**config.mk**
```make
export PLATFORM = sky130hd
export DESIGN_NAME = seg7_reader
export DESIGN_NICKNAME = d
export VERILOG_FILES = /design/src/rtl/seg7_reader.sv
export SDC_FILE = /design/constraint.sdc
export NUM_CORES = 1
export LEC_CHECK = 0
export BUFFER_PORTS_ARGS = -buffer_cell sky130_fd_sc_hd__buf_2
export CAP_MARGIN = 20
export CORE_ASPECT_RATIO = 0.5
export CORE_UTILIZATION = 45
export DETAILED_ROUTE_END_ITERATION = 6
export HOLD_SLACK_MARGIN = 0.12
export PLACE_DENSITY = 0.64
export SLEW_MARGIN = 20
export SYNTH_ARGS = -nofsm -noshare
export SYNTH_HDL_FRONTEND = slang
export SYNTH_SLANG_ARGS = --single-unit
```
**constraint.sdc**
```tcl
create_clock -name clk -period 2.7 [get_ports clk]
set_clock_uncertainty 0.1 [all_clocks]
set_input_delay 0.54 -clock clk [delete_from_list [all_inputs] [get_ports clk]]
set_output_delay 0.54 -clock clk [all_outputs]
set_load 0.01 [all_outputs]
```
**src/rtl/seg7_reader.sv**
```systemverilog
// seg7_reader: samples a 7-segment bus, filters glitches and decodes stable glyphs to hex.
// Each accepted change is classified as an up step, a down step or a jump, with running counts.
module seg7_reader #(
  parameter bit          ACTIVE_LOW    = 1'b1,
  parameter int unsigned STABLE_CYCLES = 4
) (
  input  logic       clk,
  input  logic       rst,
  input  logic [6:0] seg_in,
  output logic [3:0] digit,
  output logic       digit_vld,
  output logic       blank,
  output logic       invalid,
  output logic       upd,
  output logic       step_up,
  output logic       step_down,
  output logic       step_jump,
  output logic [7:0] up_cnt,
  output logic [7:0] down_cnt
);

  localparam logic [1:0] ST_INIT   = 2'd0;
  localparam logic [1:0] ST_SETTLE = 2'd1;
  localparam logic [1:0] ST_TRACK  = 2'd2;
  localparam logic [7:0] CNT_MAX   = 8'(STABLE_CYCLES - 1);

  logic [6:0] s_q, s_d, c_q, c_d;
  logic [7:0] cnt_q, cnt_d, up_cnt_q, up_cnt_d, down_cnt_q, down_cnt_d;
  logic       c_none_q, c_none_d;
  logic [1:0] state_q, state_d;
  logic [3:0] digit_q, digit_d;
  logic       digit_vld_q, digit_vld_d, blank_q, blank_d, invalid_q, invalid_d;
  logic       upd_q, upd_d, step_up_q, step_up_d, step_down_q, step_down_d;
  logic       step_jump_q, step_jump_d;
  logic       accept;
  logic [4:0] dec;

  // Returns {legal, value}; legal=0 for blank and for unknown patterns.
  function automatic logic [4:0] decode(input logic [6:0] p);
    case (p)
      7'h3F: decode = 5'h10;
      7'h06: decode = 5'h11;
      7'h5B: decode = 5'h12;
      7'h4F: decode = 5'h13;
      7'h66: decode = 5'h14;
      7'h6D: decode = 5'h15;
      7'h7D: decode = 5'h16;
      7'h07: decode = 5'h17;
      7'h7F: decode = 5'h18;
      7'h6F: decode = 5'h19;
      7'h77: decode = 5'h1A;
      7'h7C: decode = 5'h1B;
      7'h39: decode = 5'h1C;
      7'h5E: decode = 5'h1D;
      7'h79: decode = 5'h1E;
      7'h71: decode = 5'h1F;
      default: decode = 5'h00;
    endcase
  endfunction

  always_comb begin
    s_d = ACTIVE_LOW ? ~seg_in : seg_in;
    if (s_d != s_q)          cnt_d = 8'd0;
    else if (cnt_q == CNT_MAX) cnt_d = cnt_q;
    else                     cnt_d = cnt_q + 8'd1;

    // Decided on the incoming sample so upd appears the cycle after the final stable edge.
    accept = (cnt_d == CNT_MAX) && (c_none_q || (s_d != c_q));
    dec    = decode(s_d);

    c_d         = c_q;
    c_none_d    = c_none_q;
    digit_d     = digit_q;
    digit_vld_d = digit_vld_q;
    blank_d     = blank_q;
    invalid_d   = invalid_q;
    upd_d       = 1'b0;
    step_up_d   = 1'b0;
    step_down_d = 1'b0;
    step_jump_d = 1'b0;
    up_cnt_d    = up_cnt_q;
    down_cnt_d  = down_cnt_q;

    if (accept) begin
      c_d      = s_d;
      c_none_d = 1'b0;
      upd_d    = 1'b1;
      if (dec[4]) begin
        digit_d     = dec[3:0];
        digit_vld_d = 1'b1;
        blank_d     = 1'b0;
        invalid_d   = 1'b0;
        if (!digit_vld_q)                   step_jump_d = 1'b1;
        else if (dec[3:0] == digit_q + 4'd1) step_up_d   = 1'b1;
        else if (dec[3:0] == digit_q - 4'd1) step_down_d = 1'b1;
        else                                 step_jump_d = 1'b1;
      end else begin
        blank_d     = (s_d == 7'h00);
        invalid_d   = (s_d != 7'h00);
        step_jump_d = 1'b1;
      end
      if (step_up_d)   up_cnt_d   = up_cnt_q + 8'd1;
      if (step_down_d) down_cnt_d = down_cnt_q + 8'd1;
    end

    state_d = state_q;
    case (state_q)
      ST_INIT:   state_d = accept ? ST_TRACK : ST_SETTLE;
      ST_SETTLE: if (accept || (!c_none_q && (s_d == c_q))) state_d = ST_TRACK;
      ST_TRACK:  if (!accept && (s_d != c_q)) state_d = ST_SETTLE;
      default:   state_d = ST_INIT;
    endcase
  end

  always_ff @(posedge clk) begin
    if (rst) begin
      s_q         <= 7'h00;
      cnt_q       <= 8'd0;
      c_q         <= 7'h00;
      c_none_q    <= 1'b1;
      state_q     <= ST_INIT;
      digit_q     <= 4'd0;
      digit_vld_q <= 1'b0;
      blank_q     <= 1'b0;
      invalid_q   <= 1'b0;
      upd_q       <= 1'b0;
      step_up_q   <= 1'b0;
      step_down_q <= 1'b0;
      step_jump_q <= 1'b0;
      up_cnt_q    <= 8'd0;
      down_cnt_q  <= 8'd0;
    end else begin
      s_q         <= s_d;
      cnt_q       <= cnt_d;
      c_q         <= c_d;
      c_none_q    <= c_none_d;
      state_q     <= state_d;
      digit_q     <= digit_d;
      digit_vld_q <= digit_vld_d;
      blank_q     <= blank_d;
      invalid_q   <= invalid_d;
      upd_q       <= upd_d;
      step_up_q   <= step_up_d;
      step_down_q <= step_down_d;
      step_jump_q <= step_jump_d;
      up_cnt_q    <= up_cnt_d;
      down_cnt_q  <= down_cnt_d;
    end
  end

  assign digit     = digit_q;
  assign digit_vld = digit_vld_q;
  assign blank     = blank_q;
  assign invalid   = invalid_q;
  assign upd       = upd_q;
  assign step_up   = step_up_q;
  assign step_down = step_down_q;
  assign step_jump = step_jump_q;
  assign up_cnt    = up_cnt_q;
  assign down_cnt  = down_cnt_q;

endmodule

```
After elaboration in Yosys (flattened, before gate mapping)
Cells that the tools add are included.
{"block": "word_totals", "regBits": 50, "latch_bits": 0, "mem_bits_rw": 0, "romBits": 0, "word_cells": 70, "mem_count": 0}
{"block": "classes", "addsub": 5, "n_mul": 0, "div_mod_pow": 0, "order_cmp": 0, "eq_ne": 22, "shift": 0, "muxes": 19, "n_bitwise": 2, "reduce_logical": 8}
{"op": "== test 7 bit, second input constant", "n": 12}
{"op": "one-hot mux 5 bit (16 select lines)", "n": 1}
{"op": "adder 8 x 1 -> 8 bit, second input constant", "n": 3}
{"op": "== test 8 x 2 -> 1 bit, second input constant", "n": 2}
{"op": "two-way mux 1 bit", "n": 16}
{"op": "two-way mux 8 bit", "n": 2}
{"op": "== test 7 x 3 -> 1 bit, second input constant", "n": 2}
{"op": "== test 7 x 6 -> 1 bit, second input constant", "n": 2}
{"op": "inequality test 7 bit", "n": 2}
{"op": "== test 4 bit", "n": 2}
{"op": "zero test 7 bit", "n": 1}
{"op": "NOT 7 bit", "n": 1}
{"op": "nonzero test 7 bit", "n": 1}
{"op": "AND reduction 2 bit", "n": 3}
{"op": "adder 4 x 1 -> 4 bit, second input constant", "n": 1}
{"op": "subtractor 4 x 1 -> 4 bit, second input constant", "n": 1}
{"op": "OR reduction 2 bit", "n": 1}
{"op": "logical AND 1 bit", "n": 1}
{"op": "logical OR 1 bit", "n": 1}
{"op": "NOT 1 bit", "n": 1}

Depth between registers and ports, before layout
Gate-level depths: netlist (run 1).
{"block": "depth", "ltp_word": 10, "ltp_mapped": 11, "ltp_nobuf": 9}

Worst setup path after synthesis (run 1)
Ideal clock, no wire load.
{"block": "synth_timing", "path_type": "flip-flop to flip-flop", "startpoint": "reg cnt_q[0]", "endpoint": "reg up_cnt_q[7] (netlist: up_cnt[7])", "setup_ns": 0.070, "arrival_ns": 2.610, "setup_slack_ns": -0.080, "stages_incl_launch_ff": 11, "synth_period_minus_slack_ns": 2.780, "path_cell_list": "dfxtp_1 -> ha_1 -> nor2b_1 -> nand3_1 -> mux2i_1 -> or4_4 -> buf_6 -> nor2_4 -> nand4_2 -> or3_1 -> a21oi_1"}
{"block": "synth_via", "elab_chain_len": 6}
{"item": "start, declared", "line": "28", "source": "logic [7:0] cnt_q, cnt_d, up_cnt_q, up_cnt_d, down_cnt_q, down_cnt_d;"}
{"item": "start signal, assigned", "line": "134", "source": "cnt_q <= cnt_d;"}
{"item": "adder 8 x 1 -> 8 bit / == test 8 x 2 -> 1 bit (equally long branches)", "line": "65, 64"}
{"item": "two-way mux 8 bit (*)", "line": "64", "source": "else if (cnt_q == CNT_MAX) cnt_d = cnt_q;"}
{"item": "two-way mux 8 bit (*)", "line": "63", "source": "if (s_d != s_q) cnt_d = 8'd0;"}
{"item": "== test 8 x 2 -> 1 bit (*)", "line": "68", "source": "accept = (cnt_d == CNT_MAX) && (c_none_q || (s_d != c_q));"}
{"item": "logical AND 1 bit (*)", "line": "68"}
{"item": "AND reduction 2 bit (no line) (*)"}
{"item": "end signal, assigned", "line": "146", "source": "up_cnt_q <= up_cnt_d;"}
{"item": "end, declared", "line": "28"}
Mark *: on every way between the ends. The rest lies on a longest branch, timed or not.
A chain may end at the register's enable or synchronous reset.

Worst setup path after layout (run 1)
{"block": "layout_timing", "startpoint": "in seg_in[3]", "endpoint": "reg down_cnt_q[3] (netlist: down_cnt[3])"}
{"block": "layout_via", "elab_chain_len": 10}
{"item": "start, declared", "line": "9", "source": "input logic [6:0] seg_in,"}
{"item": "NOT 7 bit (*)", "line": "62", "source": "s_d = ACTIVE_LOW ? ~seg_in : seg_in;"}
{"item": "== test 7 bit, or another cell as far along", "line": "40", "source": "case (p)"}
{"item": "one-hot mux 5 bit (16 select lines)", "line": "40"}
{"item": "== test 4 bit", "line": "95", "source": "else if (dec[3:0] == digit_q - 4'd1) step_down_d = 1'b1;"}
{"item": "two-way mux 1 bit", "line": "95"}
{"item": "two-way mux 1 bit", "line": "94", "source": "else if (dec[3:0] == digit_q + 4'd1) step_up_d = 1'b1;"}
{"item": "two-way mux 1 bit", "line": "93", "source": "if (!digit_vld_q) step_jump_d = 1'b1;"}
{"item": "two-way mux 1 bit", "line": "88", "source": "if (dec[4]) begin"}
{"item": "two-way mux 1 bit", "line": "84", "source": "if (accept) begin"}
{"item": "AND reduction 2 bit (no line) (*)"}
{"item": "end signal, assigned", "line": "147", "source": "down_cnt_q <= down_cnt_d;"}
{"item": "end, declared", "line": "28"}
Mark *: on every way between the ends. The rest lies on a longest branch, timed or not. The select of a mux whose other input is x is not followed.

==> results.toml, run 1 <==
[status]
outcome = "finished, final reports clean"

[die]
die_w_um = 113
core_area_um2 = 5680
start_util = 0.485
die_area_um2 = 6460
rows = 19
num_io_pins = 36
die_y_um = 57.3

[power]
p_switching_mw = 0.364
power_frac_clock = 0.431
ir_worst_vdd_uv = 230
leakagePower_nw = 1.51
p_comb_frac = 0.084
seq_power_share = 0.485
swShare = 0.237
power_density_nw_per_um2 = 443
cell_internal_pwr_mw = 1.17

[setup_path]
cp.arrival_ns = 2.64
startpoint = "seg_in[3]"
cp-end-kind = "register"
cp_max_fo = 18
worstPathRequired_ns = 2.78
rr_startpoint = "cnt_q[1]"
start_kind = "input pin"
worstSetupPathType = "in -> reg"

[timing]
period_needed_ns = 2.56
slew_headroom = 0.555
finalSetupTns_ns = 0
timing.hold.ws_ns = 0.352
worst_slew_pin_slew_ns = 0.667
report.final.slew_viol_count = 0
final-setup-viol-count = 0
max_freq_mhz = 391
fin_crit_sh = 0.948
hold_viol_final = 0
layout_setup_ws_ns = 0.140

[hold_path]
hold_start = "blank"
hold_path.class = "reg -> reg"

[finish]
layout.cells.non_filler = 475
fillerInstances = 509
final_util = 0.610
area_growth_pct = 25.9
seq_area_um2 = 1000
diodes = 0
final_layout_size_suffix_gt1_frac = 0.296
multi_input_area_um2 = 1620
nNetsFinal = 415

[routing]
wl_um = 6170
wl_met1_um = 3340
dr_wl_met3_um = 199
vias = 2470
drc_errors = 0
dr.pass1.iters = 4
routedWlPerCell_um = 13.0
drt-vias-per-instance = 5.20
top_layer_used = "met4"
wl_met2_um = 2590
drtIter0Drc = 134
ant_nets = 0

[global_routing]
grt_pass1_wl_um = 10400
grt_pass1_vias = 2261
globalRouteOverflowTotal = 0
grt_use_total = 0.203
grt_max_degree = 38
antenna_found_initial = 0

[clock_tree]
clockBufferDepth = 2
cts.sink_count = 50
clk_pin_slew_ns = 0.07
cts_tree = "yes"
h-tree-depth = 2
root_buffer = "clkbuf_16"
clock_latency_ns = 0.29
numCtsBuffers = 5

[placed_design]
gp_congestion = 0.818
place_ws_ns = -0.174
portBuffers = 35
hpwl_um = 4520
dp_cells = 464

[synthesis]
syn_nets = 343
ys_seq_elements = 50
synth_edf_count = 0
ys_seq_area_frac = 0.363
syn_inst = 329
async_flop_share = 0
synthFlopType = "dfxtp_1"
synth_top_family_by_area = "simple AND/OR/NAND/NOR gates"
synthXorXnorAreaFrac = 0.111
ys_warn_count = 0
synthMuxAreaShare = 0.0350
synth_area_per_cell_um2 = 8.37
synthAdderAreaFrac = 0.0227
netlist_area_um2 = 2750
synth_cell_type_count = 53
synth_simple_gate_area_frac = 0.304
synth_compound_area_frac = 0.103

[run]
cap_violations = 0
## layout make-up
class,instances,area share
multi-input combinational,248,0.468
clock buffer,6,0.0401
inverter,11,0.0119
timing repair buffer,85,0.159
clock inverter,2,0.00469
tap,73,0.0263
sequential,50,0.290
## per-stage QoR
stage / power [mW] / cell area, µm²
floorplan: 0.844 / 2760
global placement: 0.889 / 3250
detailed placement: 0.891 / 3250
CTS: 1.55 / 3410
global route: 1.60 / 3470
finish: 1.54 / 3470
## kinds of logic after synthesis
logic type,after synthesis
AND/OR/NAND/NOR,154
buffers and inverters,31
adder cells (fa/ha/maj),5
flip-flops,50
multiplexers,9
AO/OA/AOI/OAI,46
XOR/XNOR,34
## sequential cells by signal (all words and copies together), names as in the netlist
signal,flops
cnt_q,8
down_cnt,8
up_cnt,8
c_q,7
s_q,7
digit,4
blank,1
c_none_q,1
digit_vld,1
invalid,1
step_down,1
step_jump,1
step_up,1
upd,1
## worst paths after layout
| path | depth (start not counted) | endpoint | slack [ns] |
|---|---|---|---|
| max | 10 | down_cnt[3] | 0.14 |
| min | 2 | blank | 0.35 |
| max reg2reg | 10 | down_cnt[3] | 0.16 |
| min reg2reg | 2 | blank | 0.35 |
## metal layers
layer,up-vias,track usage
li1,1286,-
met1,1138,0.293
met2,41,0.316
met3,5,0.0393
met4,0,0.0457
met5,-,0
## cell usage in the layout, fill, tap and decap left out, drive strengths merged, types with 6 or more instances in the layout
| cell | n |
|---|---|
| a21oi | 21 |
| buf | 85 |
| clkbuf | 6 |
| dfxtp | 50 |
| inv | 12 |
| nand2 | 18 |
| nand3 | 17 |
| nand4 | 13 |
| nor2 | 51 |
| nor2b | 7 |
| nor3 | 9 |
| o21ai | 9 |
| or3 | 6 |
| xnor2 | 19 |
| xor2 | 15 |
## power groups by stage
stage	logic (mW)	registers [mW]	clock network (mW)
after floorplan	0.0824	0.762	0
after global placement	0.127	0.762	0
after detailed placement	0.129	0.762	0
after CTS	0.129	0.745	0.676
after global routing	0.143	0.745	0.714
final	0.129	0.745	0.662
## synth_stat cells (2+ instances only)
master,number,area (µm²)
nor4_1,2,12.5
mux2i_1,4,40.0
xnor2_1,19,166
nand4_1,12,75.1
o31ai_1,3,22.5
and4b_1,2,20.0
or2_2,2,12.5
buf_4,6,45.0
buf_2,4,20.0
or3_1,6,37.5
clkbuf_1,5,18.8
nor2_1,50,188
and4_1,2,17.5
nand2_1,18,67.6
nor4_2,2,25.0
a31o_2,2,17.5
nor4b_1,2,17.5
and2_1,2,12.5
dfxtp_1,50,1000
nand2b_1,3,18.8
nor3_1,9,45.0
mux2_2,5,56.3
buf_6,3,33.8
o21ai_0,7,35.0
nand3_1,16,80.1
and3_1,5,31.3
a21oi_1,21,105
o2111ai_1,2,17.5
a211oi_1,2,15.0
nor2b_1,7,43.8
nand4b_1,2,17.5
ha_1,5,62.6
o211a_1,2,20.0
xor2_1,14,123
o21ai_1,2,10.0
nor3b_1,4,30.0
inv_1,11,41.3
## worst max-delay path, cell delays in order
cell and delay [ns]:
buf_2 0.29, and3_1 0.24, nand4_1 0.15, o211a_1 0.20, and3_1 0.19, o211a_1 0.25, and4_4 0.21, buf_6 0.12
nand4_1 0.09, mux2_2 0.34
## what timing repair did
item                                    in CTS  in global routing
endpoints found under the setup margin       0                 15
hold endpoints to repair                     0                  0
gates resized for setup                      0                 10
setup buffers                                0                  2
hold buffers                                 0                  0
No activity file was read; power rests on OpenSTA's default activity.
==> inputs of run 2 (changes only) <==
CAP_MARGIN = not set   (was 20)
CORE_UTILIZATION = 48   (was 45)
PLACE_DENSITY = 0.65   (was 0.64)
clock period = 3 ns   (was 2.7 ns; I/O delays follow)
==> results.toml, run 2 (synthesis results as in run 1) <==
[placed_design]
dpl_cell_area_um2 = 3050
portBuffers = 35
gp_congestion = 0.817
hpwl_um = 4570

[timing]
slew_headroom = 0.597
fin_crit_sh = 0.947
max_freq_mhz = 352
final-setup-viol-count = 0
hold_viol_final = 0
period_needed_ns = 2.84
report.final.slew_viol_count = 0
timing.hold.ws_ns = 0.358
rsz0062_at_grt = "false"
worst_slew_pin_slew_ns = 0.604

[setup_path]
worstPathRequired_ns = 3.08
r2r_end = "down_cnt[5]"
cp-endpoint = "down_cnt[5]"
startpoint = "cnt_q[1]"
cp_max_fo = 9
worstSetupPathType = "reg -> reg"
rr_startpoint = "cnt_q[1]"
max_stage_delay_ns = 0.55
crit_chain = "ha_2 -> nor2b_2 -> nand3_1 -> mux2i_1 -> or4_4 -> nor2_1 -> and4_1 -> buf_4 -> nand4_1 -> mux2_2"
slowest_stage = "or4_4"
cp-end-kind = "register"
start_kind = "register"
cp.arrival_ns = 2.92
critical_path.top_delay_family = "simple AND/OR/NAND/NOR gates"
worst-r2r-setup-slack_ns = 0.16
worstRegToRegCells = 10
worst-path-buf-inv = 1
path_depth = 10

[status]
outcome = "finished, final reports clean"

[die]
die_area_um2 = 6060
start_util = 0.499
die_w_um = 109
die_y_um = 55.6
core_area_um2 = 5520
rows = 19
num_io_pins = 36

[finish]
fillerInstances = 531
diodes = 0
area_growth_pct = 16.3
fin_area_um2 = 3200
nNetsFinal = 386
final_cell_mix = "nor2_1, dfxtp_1, buf_2"
final_util = 0.581
final_layout_size_suffix_gt1_frac = 0.223

[power]
swShare = 0.240
ir_worst_vdd_uv = 221
seq_power_share = 0.502
leakagePower_nw = 1.36
cell_internal_pwr_mw = 1.02
p_switching_mw = 0.320
p_comb_frac = 0.075
power_frac_clock = 0.423
power_density_nw_per_um2 = 417

[routing]
routedWlPerCell_um = 13.7
wl_um = 6120
drc_errors = 0
drt-vias-per-instance = 5.44
vias = 2428
ant_nets = 0
dr.pass1.iters = 4
drtIter0Drc = 141

[clock_tree]
post_cts_buffers = 0
clock_latency_ns = 0.29
cts_tree = "yes"
cts.sink_count = 50
numCtsBuffers = 5
root_buffer = "clkbuf_16"
clk_pin_slew_ns = 0.07
h-tree-depth = 2
clockBufferDepth = 2

[global_routing]
globalRouteOverflowTotal = 0
antenna_found_initial = 0
grt_pass1_wl_um = 10300
grt_max_degree = 36
grt_use_total = 0.221
grt_pass1_vias = 2236

[run]
cap_violations = 0

[hold_path]
hold_path.class = "reg -> reg"
==> run 2: cell count changes in the layout (fill, tap and decap cells not counted), sizes merged <==
cell / previous run / this run
inv: 12 / 11
clkinv: 0 / 2
buf: 85 / 56
clkbuf: 6 / 5
==> run 2: layout make-up <==
| cell class | count | area (µm²) | share of cell area |
|---|---|---|---|
| multi-input cells | 248 | 1590 | 0.496 |
| flip-flops and latches | 50 | 1000 | 0.313 |
| repair buffers | 56 | 333 | 0.104 |
| clock buffers | 5 | 125 | 0.0391 |
| well taps | 73 | 91.3 | 0.0285 |
| inverters | 11 | 41.3 | 0.0129 |
| clock inverters | 3 | 21.3 | 0.00664 |
==> run 2: worst min path at each step <==
stage / startpoint / end / slack (ns) / cells past startpoint
2_1_floorplan: c_none_q / c_none_q / 0.34 / 2
3_3_place_gp: blank / blank / 0.34 / 2
3_5_place_dp: blank / blank / 0.35 / 2
4_1_cts: blank / blank / 0.36 / 2
5_1_grt: blank / blank / 0.38 / 2
6_report: blank / blank / 0.36 / 2
==> run 2: worst min-delay path, stage by stage, from the launching register on <==
cell     delay, ns
dfxtp_1       0.31
nand2_1       0.05
a21oi_1       0.05
==> run 2: metrics by stage <==
step	TNS [ns]	power, mW	instances	setup WS [ns]
2_1_floorplan	0	0.760	329	0.220
3_3_place_gp	-0.0611	0.785	438	-0.0168
3_5_place_dp	-0.0172	0.786	438	-0.0172
4_1_cts	0	1.36	446	0.0809
5_1_grt	0	1.39	446	0.0484
6_report	0	1.34	446	0.160
==> run 2: layer usage <==
layer | routed length (µm) | track usage
met1 | 3030 | 0.302
met2 | 2730 | 0.338
met3 | 268 | 0.0567
met4 | 91 | 0.0753
met5 | 0 | 0
==> run 2: power by group through the flow <==
| stage | clock network [mW] | logic [mW] | registers, mW |
|---|---|---|---|
| 6_report | 0.565 | 0.101 | 0.671 |
| 5_1_grt | 0.613 | 0.111 | 0.671 |
| 4_1_cts | 0.586 | 0.101 | 0.670 |
| 3_5_place_dp | 0 | 0.100 | 0.686 |
| 3_3_place_gp | 0 | 0.0996 | 0.686 |
| 2_1_floorplan | 0 | 0.0742 | 0.686 |
==> run 2: timing repair <==
item | 4_1_cts | 5_1_grt
resized for setup | 0 | 2
hold buffers | 0 | 0
endpoints found under the setup margin | 0 | 6
